File: config.mk
export PLATFORM = sky130hd
export DESIGN_NAME = div64x32
export DESIGN_NICKNAME = d
export VERILOG_FILES = /design/src/rtl/div64x32.sv
export SDC_FILE = /design/constraint.sdc
export NUM_CORES = 1
export LEC_CHECK = 0
export CAP_MARGIN = 20
export CORE_UTILIZATION = 45
export CTS_CLUSTER_DIAMETER = 50
export DETAILED_ROUTE_END_ITERATION = 10
export HOLD_SLACK_MARGIN = 0.03
export PLACE_DENSITY_LB_ADDON = 0.25
export SYNTH_ARGS = -nofsm -noshare
export SYNTH_HDL_FRONTEND = slang
export SYNTH_SLANG_ARGS = --single-unit
export TNS_END_PERCENT = 5
File: constraint.sdc
create_clock -name clk -period 3.1 [get_ports clk]
set_input_delay 0.775 -clock clk [delete_from_list [all_inputs] [get_ports clk]]
set_output_delay 0.775 -clock clk [all_outputs]
set_load 0.01 [all_outputs]
File: src/rtl/div64x32.sv
// Sequential restoring divider, 2N-bit dividend / N-bit divisor, one quotient bit per clock.
// Optional remainder output enabled by defining DIV64X32_REM_EN.
module div64x32 #(
   parameter int N = 32
) (
   input  logic           clk,
   input  logic           reset,
   input  logic           start,
   input  logic [2*N-1:0] dividend,
   input  logic [N-1:0]   divisor,
   output logic           busy,
   output logic           done,
   output logic [N-1:0]   quotient,
   output logic           div_zero,
   output logic           overflow
`ifdef DIV64X32_REM_EN
   ,output logic [N-1:0]  remainder
`endif
);

   localparam int CW = $clog2(N);

   typedef enum logic [1:0] {
      S_IDLE,
      S_CHECK,
      S_DIVIDE,
      S_DONE
   } state_t;

   state_t        state, state_nx;
   logic [N-1:0]  dvd_hi, dvd_lo, dvs;
   logic [N-1:0]  r, r_nx, q;
   logic [N:0]    t;
   logic          ge, err, accept;
   logic [CW-1:0] cnt;

   // start is ignored while the done pulse is still showing
   assign accept = (state == S_IDLE) && start && !done;
   assign busy   = (state != S_IDLE);
   assign err    = (dvs == '0) || (dvd_hi >= dvs);

   // R only ever holds values below the divisor, so its top bit lives in T alone
   always_comb begin
      t    = {r, dvd_lo[N-1]};
      ge   = (t >= {1'b0, dvs});
      r_nx = ge ? N'(t - {1'b0, dvs}) : t[N-1:0];
   end

   always_ff @(posedge clk or negedge reset) begin
      if (!reset) state <= S_IDLE;
      else        state <= state_nx;
   end

   always_comb begin
      state_nx = state;
      case (state)
         S_IDLE:   if (accept) state_nx = S_CHECK;
         S_CHECK:  state_nx = err ? S_DONE : S_DIVIDE;
         S_DIVIDE: if (cnt == '0) state_nx = S_DONE;
         S_DONE:   state_nx = S_IDLE;
         default:  state_nx = S_IDLE;
      endcase
   end

   always_ff @(posedge clk or negedge reset) begin
      if (!reset) begin
         dvd_hi   <= '0;
         dvd_lo   <= '0;
         dvs      <= '0;
         r        <= '0;
         q        <= '0;
         cnt      <= '0;
         done     <= 1'b0;
         quotient <= '0;
         div_zero <= 1'b0;
         overflow <= 1'b0;
`ifdef DIV64X32_REM_EN
         remainder <= '0;
`endif
      end else begin
         done <= (state == S_DONE);
         case (state)
            S_IDLE: begin
               if (accept) begin
                  dvd_hi   <= dividend[2*N-1:N];
                  dvd_lo   <= dividend[N-1:0];
                  dvs      <= divisor;
                  div_zero <= 1'b0;
                  overflow <= 1'b0;
               end
            end
            S_CHECK: begin
               q   <= '0;
               cnt <= CW'(N - 1);
               r   <= err ? '0 : dvd_hi;
               if (dvs == '0) div_zero <= 1'b1;
               if (err)       overflow <= 1'b1;
            end
            S_DIVIDE: begin
               r      <= r_nx;
               q      <= {q[N-2:0], ge};
               dvd_lo <= {dvd_lo[N-2:0], 1'b0};
               cnt    <= cnt - 1'b1;
            end
            S_DONE: begin
               quotient <= q;
`ifdef DIV64X32_REM_EN
               remainder <= r;
`endif
            end
            default: ;
         endcase
      end
   end

endmodule

==> impl_metrics.py <==
metrics = {
    "worst_setup_path": {
        "path_class": "flop to flop",
        "arrival_ns": 3.42,
        "worstPathMaxFanout": 4,
        "cp-end-kind": "flop",
        "critPathLaunchType": "flop",
        "cp.required_ns": 3.50,
    },
    "yosys": {
        "ys_types": 72,
        "seq_area_frac_synth": 0.4462,
        "synthesis.nets": 1308,
        "syn_avg_cell_area_sq_um": 9.964,
        "ys_warn_count": 0,
        "synth_edf_count": 0,
        "async_flop_share": 1.000,
        "synth_area_leader_cell": "dfrtp_1",
        "synthCells": 1137,
        "synth-seq-cells": 202,
        "synth_area_leaders": "dfrtp_1 (45%), mux2_2 (9.6%), ha_1 (7.8%), a21oi_1 (4.1%), mux2i_1 (3.4%)",
        "syn_area_sq_um": 11330,
        "synth_ff_type": "dfrtp_1",
        "synth_top_area_frac": 0.4462,
    },
    "sta": {
        "rsz0062_at_grt": "yes",
        "skew_ns": 0.02258,
        "holdWs_ns": 0.2953,
        "report.final.slew_viol_count": 0,
        "setup_viol": 0,
        "tightest_slew_ns": 0.8838,
        "hold_violations": 0,
        "fin_crit_ns": 3.016,
        "final.period_utilization": 0.9730,
        "slew_headroom": 0.4086,
        "finalSetupTns_ns": 0,
        "fmax_mhz": 331.5,
    },
    "status": {
        "status": "finished, final reports clean",
    },
    "power": {
        "clkPwrFrac": 0.163,
        "p_sw_mw": 8.057,
        "power.internal_mw": 10.32,
        "peakVddDrop_mv": 0.7166,
        "power.density_nw_per_um2": 1275,
        "share_seq_of_total_power": 0.237,
        "leakage_nw": 6.397,
        "p_sw_frac": 0.4383,
        "combPwrFrac": 0.600,
    },
    "layout": {
        "drive_above_1_share": 0.1868,
        "stdcell_count": 1657,
        "nets": 1484,
        "utilization": 0.5875,
        "layout_common_cells": "dfrtp_1 (202), clkdlybuf4s50_1 (133), mux2_2 (97)",
        "n_antenna_cell": 0,
        "area_delta_synth_final_pct": 27.22,
        "layout_commonest_cell": "dfrtp_1",
    },
    "routing": {
        "wl_per_cell_um": 17.29,
        "vias": 9100,
        "ant_nets": 0,
        "first_pass_iters": 5,
        "post-route-drc-count": 0,
        "avgViaCountPerCell": 5.492,
        "drt_wl_total_um": 28640,
        "first_iter_violations": 649,
    },
    "worst_hold_path": {
        "hold_class": "primary input to asynchronous set/reset pin",
    },
    "clocking": {
        "cts_setup_buffers": 0,
        "cts_hold_buf": 0,
        "worstSkewPairLatency_ns": 0.54,
        "cts_max_path_buffers": 3,
        "cts-root-buf": "clkbuf_16",
        "path_clk_slew_ns": 0.06,
        "cts_tree": "yes",
        "cts_max_level": 1,
        "cts_buffers": 26,
        "cts_sinks": 202,
    },
    "floorplanning": {
        "dieArea_sq_um": 25810,
        "start_util": 0.4618,
        "core_area_sq_um": 24530,
        "rows": 57,
        "io-pin-count": 135,
        "die_x_um": 160.7,
        "fp.dieH_um": 160.7,
    },
    "global_route": {
        "antenna_found_initial": 0,
        "gr-usage-all-layers": 0.2269,
        "grt_pass1_wl_um": 47110,
        "grt_max_degree": 104,
        "grt_pass1_vias": 9115,
        "overflow": 0,
    },
    "job": {
        "cap_viol_max_count": 0,
    },
    "placement": {
        "placedCellCount": 1609,
        "dp_hpwl_um": 20600,
        "gp_congestion": 0.9123,
        "portBuffers": 134,
    },
}
layer usage:
metal	routed length, um	vias to the layer above	track usage
met5	0	-	0
met4	679	0	0.06450
met3	1884	50	0.04959
met2	12780	258	0.3552
met1	13300	4383	0.3156
li1	-	4409	-
synthesized netlist by cell type (all sizes together) (11+ instances only):
cell and instances:
nor2 95, and3 11, clkbuf 45, mux2i 39, a21o 11, ha 71
o21ai 69, buf 17, nand4 15, a21oi 94, nand2 62, inv 86
mux2 99, a31oi 29, xor2 12, xnor2 14, dfrtp 202, nor4 11
nand3 41
state kept, by name (all words and copies together) (netlist names):
| signal | flops |
|---|---|
| dvd_lo | 32 |
| cnt | 5 |
| r | 32 |
| q | 32 |
| div_zero | 1 |
| quotient | 32 |
| overflow | 1 |
| state | 2 |
| done | 1 |
| dvs | 32 |
| dvd_hi | 32 |
repair_timing:
item / CTS / global route
endpoints found under the setup margin: 1 / 31
gates cloned: 0 / 0
gates resized for setup: 0 / 19
hold endpoints to repair: 0 / 0
pin swaps: 0 / 1
path summary, 6_finish.rpt:
path | startpoint | endpoint | slack, ns | depth (start not counted)
worst max-delay path | dvs[0]$_DFFE_PN0P_ | r[20]$_DFFE_PN0P_ | 0.08 | 12
worst max register to register | dvs[0]$_DFFE_PN0P_ | r[20]$_DFFE_PN0P_ | 0.08 | 12
worst min register to register | quotient[14]$_DFFE_PN0P_ | quotient[14]$_DFFE_PN0P_ | 0.51 | 1
min in group clk | quotient[14]$_DFFE_PN0P_ | quotient[14]$_DFFE_PN0P_ | 0.51 | 1
worst min-delay path | reset | dvs[10]$_DFFE_PN0P_ | 0.30 | 2
max in group asynchronous | reset | r[25]$_DFFE_PN0P_ | 2.33 | 2
final cells by class:
class / count / area [sq um]
fillers: 2149 / 10120
clock inverters: 11 / 133.9
clock buffers: 37 / 732.0
multi-input cells: 787 / 5799
flip-flops and latches: 202 / 5055
repair buffers: 210 / 1966
well taps: 324 / 405.4
inverters: 86 / 322.8
worst max-delay path: stages, from the launching register on:
cell      delay, ns
dfrtp_1        0.43
ha_1           0.23
fa_1           0.39
nand2b_1       0.20
a21oi_1        0.23
buf_4          0.16
o41a_1         0.29
a21boi_0       0.21
o21ai_0        0.31
xnor2_1        0.18
nand2_1        0.08
o211ai_1       0.08
o21ai_0        0.10
metrics by stage:
step                total power, mW  instance area [sq um]  worst slack (ns)
global route                  19.79                  14410          -0.05310
detailed placement            15.07                  13470          0.005380
finish                        18.38                  14410           0.08358
CTS                           18.17                  14330          -0.01128
global placement              14.91                  13470           0.03047
floorplan                     11.67                  11330            0.3833
logic make-up after synthesis:
family	synth area share
AOI/OAI and AO/OA	0.1588
xor gates and xnor gates	0.02010
adders and majority gates	0.08018
buffers and inverters	0.05246
DFF	0.4462
muxes	0.1335
and+or+nand+nor	0.1088
power groups by stage:
stage / Sequential [mW] / Combinational [mW] / Clock, mW
2_1_floorplan: 4.13 / 7.54 / 0
3_3_place_gp: 4.36 / 10.5 / 0
3_5_place_dp: 4.38 / 10.7 / 0
4_1_cts: 4.35 / 10.8 / 3.07
5_1_grt: 4.47 / 12.2 / 3.17
6_report: 4.36 / 11.0 / 2.99
No activity file was read; power rests on OpenSTA's default activity.
